**src/rtl/prio_serial_encoder.sv**
```systemverilog
// prio_serial_encoder
// Accepts an N-bit request vector over a valid/ready handshake, stores it,
// then emits the index of every set bit, one per output handshake, in
// priority order (MSB-first or LSB-first, chosen by parameter).
//
// Ports:
//   clk        rising-edge clock
//   rst        asynchronous active-high reset
//   in_valid   request vector present
//   in_ready   block can accept a vector (IDLE)
//   in_vec     request vector, bit i = request i
//   out_valid  out_idx is valid (SCAN)
//   out_ready  consumer accepts out_idx
//   out_idx    bit position of the current highest-priority pending request
//   out_last   current out_idx is the final pending request of this vector
//   none       one-cycle pulse after a zero vector was accepted
//   busy       scanning a stored vector
module prio_serial_encoder #(
  parameter int unsigned WIDTH     = 8,
  parameter int unsigned IDX_W     = 3,
  parameter bit          MSB_FIRST = 1'b1
) (
  input  logic             clk,
  input  logic             rst,
  input  logic             in_valid,
  output logic             in_ready,
  input  logic [WIDTH-1:0] in_vec,
  output logic             out_valid,
  input  logic             out_ready,
  output logic [IDX_W-1:0] out_idx,
  output logic             out_last,
  output logic             none,
  output logic             busy
);

  // Elaboration guard: the index must exactly cover the vector width.
  if (IDX_W != $clog2(WIDTH) || WIDTH < 2) begin : g_bad_params
    $error("prio_serial_encoder: IDX_W must equal clog2(WIDTH) and WIDTH >= 2");
  end

  typedef enum logic [0:0] {
    IDLE = 1'b0,
    SCAN = 1'b1
  } state_t;

  state_t           state;
  state_t           state_next;
  logic [WIDTH-1:0] pend;
  logic [WIDTH-1:0] pend_next;
  logic             none_next;
  logic [IDX_W-1:0] idx_c;
  logic             single_c;

  // Priority pick over the pending bits; the last hit in loop order wins,
  // so the loop direction selects which end has priority.
  always_comb begin
    idx_c = '0;
    if (MSB_FIRST) begin
      for (int i = 0; i < int'(WIDTH); i++) begin
        if (pend[i]) idx_c = IDX_W'(i);
      end
    end else begin
      for (int i = int'(WIDTH) - 1; i >= 0; i--) begin
        if (pend[i]) idx_c = IDX_W'(i);
      end
    end
  end

  // Exactly one bit pending: nonzero and clearing the lowest set bit leaves zero.
  assign single_c = (pend != '0) && ((pend & (pend - WIDTH'(1))) == '0);

  // State, pending vector and zero-vector pulse registers.
  always_ff @(posedge clk or posedge rst) begin
    if (rst) begin
      state <= IDLE;
      pend  <= '0;
      none  <= 1'b0;
    end else begin
      state <= state_next;
      pend  <= pend_next;
      none  <= none_next;
    end
  end

  // Next-state and handshake outputs; all outputs default to their idle value.
  always_comb begin
    state_next = state;
    pend_next  = pend;
    none_next  = 1'b0;
    in_ready   = 1'b0;
    out_valid  = 1'b0;
    out_idx    = '0;
    out_last   = 1'b0;
    busy       = 1'b0;

    case (state)
      IDLE: begin
        in_ready = 1'b1;
        if (in_valid) begin
          if (in_vec != '0) begin
            pend_next  = in_vec;
            state_next = SCAN;
          end else begin
            none_next = 1'b1;
          end
        end
      end

      SCAN: begin
        out_valid = 1'b1;
        busy      = 1'b1;
        out_idx   = idx_c;
        out_last  = single_c;
        if (out_ready) begin
          pend_next = pend & ~(WIDTH'(1) << idx_c);
          if (single_c) state_next = IDLE;
        end
      end

      default: begin
        state_next = IDLE;
      end
    endcase
  end

endmodule

```
**config.mk**
```make
export PLATFORM = sky130hd
export DESIGN_NAME = prio_serial_encoder
export DESIGN_NICKNAME = d
export VERILOG_FILES = /design/src/rtl/prio_serial_encoder.sv
export SDC_FILE = /design/constraint.sdc
export NUM_CORES = 1
export LEC_CHECK = 0
export BUFFER_PORTS_ARGS = -buffer_cell sky130_fd_sc_hd__buf_2
export CORE_MARGIN = 5
export CORE_UTILIZATION = 46
export CTS_BUF_LIST = sky130_fd_sc_hd__clkbuf_4 sky130_fd_sc_hd__clkbuf_8
export CTS_CLUSTER_DIAMETER = 60
export DETAILED_ROUTE_END_ITERATION = 6
export PLACE_DENSITY = 0.72
export SLEW_MARGIN = 20
export SYNTH_ARGS = -nofsm -noshare
export SYNTH_HDL_FRONTEND = slang
export SYNTH_SLANG_ARGS = --single-unit
```
**constraint.sdc**
```tcl
create_clock -name clk -period 1.6 [get_ports clk]
set_input_delay 0 -clock clk [delete_from_list [all_inputs] [get_ports clk]]
set_output_delay 0 -clock clk [all_outputs]
set_load 0.02 [all_outputs]
```
==> metrics.yaml <==
outcome:
  status: "complete, but fails checks"
  violations: "setup timing"
grt:
  grt_pass1_wl_um: 3770
  busiest_layer: "met2"
  grt-ovfl-total: 0
  use_met2_pct: 44.2
  grt_pass1_vias: 789
  grt_start_max_net_pins: 11
  met3_usage_pct: 6.90
  antenna_found_initial: 0
  grt_usage_pct: 25.6
  met1_usage_pct: 28.8
critical_path:
  critPathMostFrequentCell: "buf_4"
  cp.arrival_ns: 1.75
  worst-path-max-fanout: 4
  crit_slowest_cell: "dfrtp_1"
  cp_num_buf_inv: 2
  crit_required_ns: 1.60
  crit_family: "flip-flops"
  critPathKind: "flip-flop to output port"
  max_stage_delay_ns: 0.42
  crit_chain: "buf_4 -> maj3_2 -> nor3_2 -> o21ai_1 -> a21oi_1 -> buf_4"
  crit_path_end_kind: "output port"
  startpoint_type: "flip-flop"
sta:
  fmax_mhz: 572
  finalWorstSetupSlack_ns: -0.147
  fin_worst_skew_ns: 0.00156
  post-route-period-util_pct: 109
  setup_violations: 7
  rsz0062_at_grt: "true"
  relSlewSlack_pct: 72.9
  hold_viol_final: 0
  slew_viol_final: 0
  worst_pin_slew_ns: 0.407
  fin_crit_ns: 1.75
clocking:
  cts_root_buf: "clkbuf_4"
  cts_sinks: 10
  path_clk_slew_ns: 0.06
  cts_tree: "yes"
  clockBufferDepth: 2
  cts_buffers: 3
  htree_levels: 1
  clk_latency_ns: 0.27
routing:
  routed_via_density: 5.83
  num_vias: 741
  drc_errors: 0
  dr.first_iter.drc_count: 35
  drt_first_pass_iters: 4
  avgRoutedWirePerCell_um: 18.7
  routed_wl_um: 2380
  postRouteAntennaNets: 0
power_and_ir_drop:
  combPwrFrac_pct: 67.0
  p_leak_uw: 0.000475
  seqPwrFrac_pct: 23.2
  ir_drop_uv: 1030
  swShare_pct: 44.5
  power_density_mw_per_mm2: 2030
  p_int_uw: 1140
  power.switching_uw: 912
  clock_power_share_pct: 9.8
hold_path:
  hp-class: "primary input to flip-flop"
synthesis:
  synth-seq-cells: 10
  yosysUniqueCellTypes: 34
  syn_area_um2: 628
  yosysWarnings: 0
  synthFlopType: "dfrtp_1"
  synth_nets: 80
  async_flop_share_pct: 100
  synthTopCellsByArea: "dfrtp_1 (40%), a21oi_1 (4.0%), nor2_1 (3.6%)"
  syn_inst: 68
  yosysSeqAreaShare_pct: 39.8
  synth-edff-count: 0
  synth.top_cell.area_share_pct: 39.8
  yosys.area.top_type: "dfrtp_1"
  syn_avg_cell_area_um2: 9.24
floorplanning:
  die-area_mm2: 0.00220
  die_x_um: 47.0
  rows: 13
  core_area_mm2: 0.00130
  ios: 20
  die_h_um: 47.0
  start_util_pct: 48.3
placement:
  portBuffers: 19
  place_congestion: 0.815
  post-place-ws_ns: -0.0376
  place_area_um2: 836
  dp_hpwl_um: 1520
finish:
  antenna_cells: 0
  final_core_util_pct: 77.5
  synthToLayoutAreaGrowth_pct: 60.6
  fin_area_mm2: 0.00101
  layout-drive-gt1-share_pct: 50.0
  layout_common_cells: "buf_2 (16), buf_4 (16), dlygate4sd3_1 (9), dfrtp_1 (9), nor2_1 (6)"
  fin_nets: 125
flow_run:
  maxCapViolCount: 0
## path summary, 6_finish.rpt
| kind | from | to | slack [ns] | cells past startpoint |
|---|---|---|---|---|
| worst max-delay path | pend[4] | out_last | -0.15 | 6 |
| worst min-delay path | out_ready | state | 0.11 | 4 |
| worst max register to register | pend[4] | pend[3] | -0.13 | 5 |
| worst min register to register | pend[2] | pend[2] | 0.61 | 2 |
| max in group asynchronous | rst | state | 1.03 | 3 |
| min in group asynchronous | rst | none | 0.26 | 3 |
## cell families (layout without fill, tap and decap cells)
| group | after synthesis | after routing | share of synthesized area [%] |
|---|---|---|---|
| buffers and inverters | 6 | 50 | 5.38 |
| adders and majority gates | 1 | 1 | 1.59 |
| DFF | 10 | 10 | 39.8 |
| AOI/OAI and AO/OA | 25 | 25 | 29.7 |
| and+or+nand+nor | 26 | 26 | 23.5 |
## Yosys cell counts, types with 2 or more instances
cell	instances
nor4_1	2
a22o_2	2
o21bai_1	3
and3_2	2
o31a_1	2
nor3_1	2
dfrtp_1	10
o21ai_0	3
nand2_1	4
nand3_1	2
nor2_1	6
a21oi_1	5
inv_1	4
## repair_timing
action | in CTS | in global routing
setup endpoints to repair | 6 | 8
hold buffers | 9 | 0
resized for setup | 11 | 2
pin swaps | 6 | 0
setup buffers | 1 | 0
hold endpoints to repair | 18 | 0
## through the flow
stage          hold WS, ns  instances  total power (µW)  TNS [ns]
3_5_place_dp      -0.00298        113              1590   -0.0463
6_report             0.110        127              2050    -0.664
5_1_grt              0.117        127              2170     -1.04
2_1_floorplan       -0.160         68              1180  -0.00558
4_1_cts             0.0890        127              1970    -0.349
3_3_place_gp       -0.0165        113              1570         0
## power by group through the flow
| stage | logic [µW] | registers (µW) | clock network (µW) |
|---|---|---|---|
| finish | 1370 | 475 | 200 |
| global route | 1460 | 485 | 223 |
| CTS | 1290 | 466 | 211 |
| detailed placement | 1120 | 470 | 0 |
| global placement | 1100 | 463 | 0 |
| floorplan | 717 | 462 | 0 |
## per-layer routing
layer / wire (µm) / share of wire [%]
met5: 0 / 0
met1: 937 / 39
met4: 70 / 2.9
met2: 1200 / 50
met3: 175 / 7.3
## tightest hold or removal path: cells and delay by family
kind | cells | cell delay (ns)
buf+inv | 1 | 0.10
compound gates | 3 | 0.23
## area by class of cell
cell class | instances | area, µm²
clock buffers | 4 | 30.0
inverters | 4 | 15.0
well taps | 15 | 18.8
repair buffers | 42 | 302
flip-flops and latches | 10 | 251
multi-input cells | 52 | 392
fillers | 87 | 293
## sequential cells by signal, summed over array words and instances, names as in the netlist
| name | cells |
|---|---|
| state | 1 |
| none | 1 |
| pend | 8 |
Note: power is estimated with default switching activity, not from simulation.
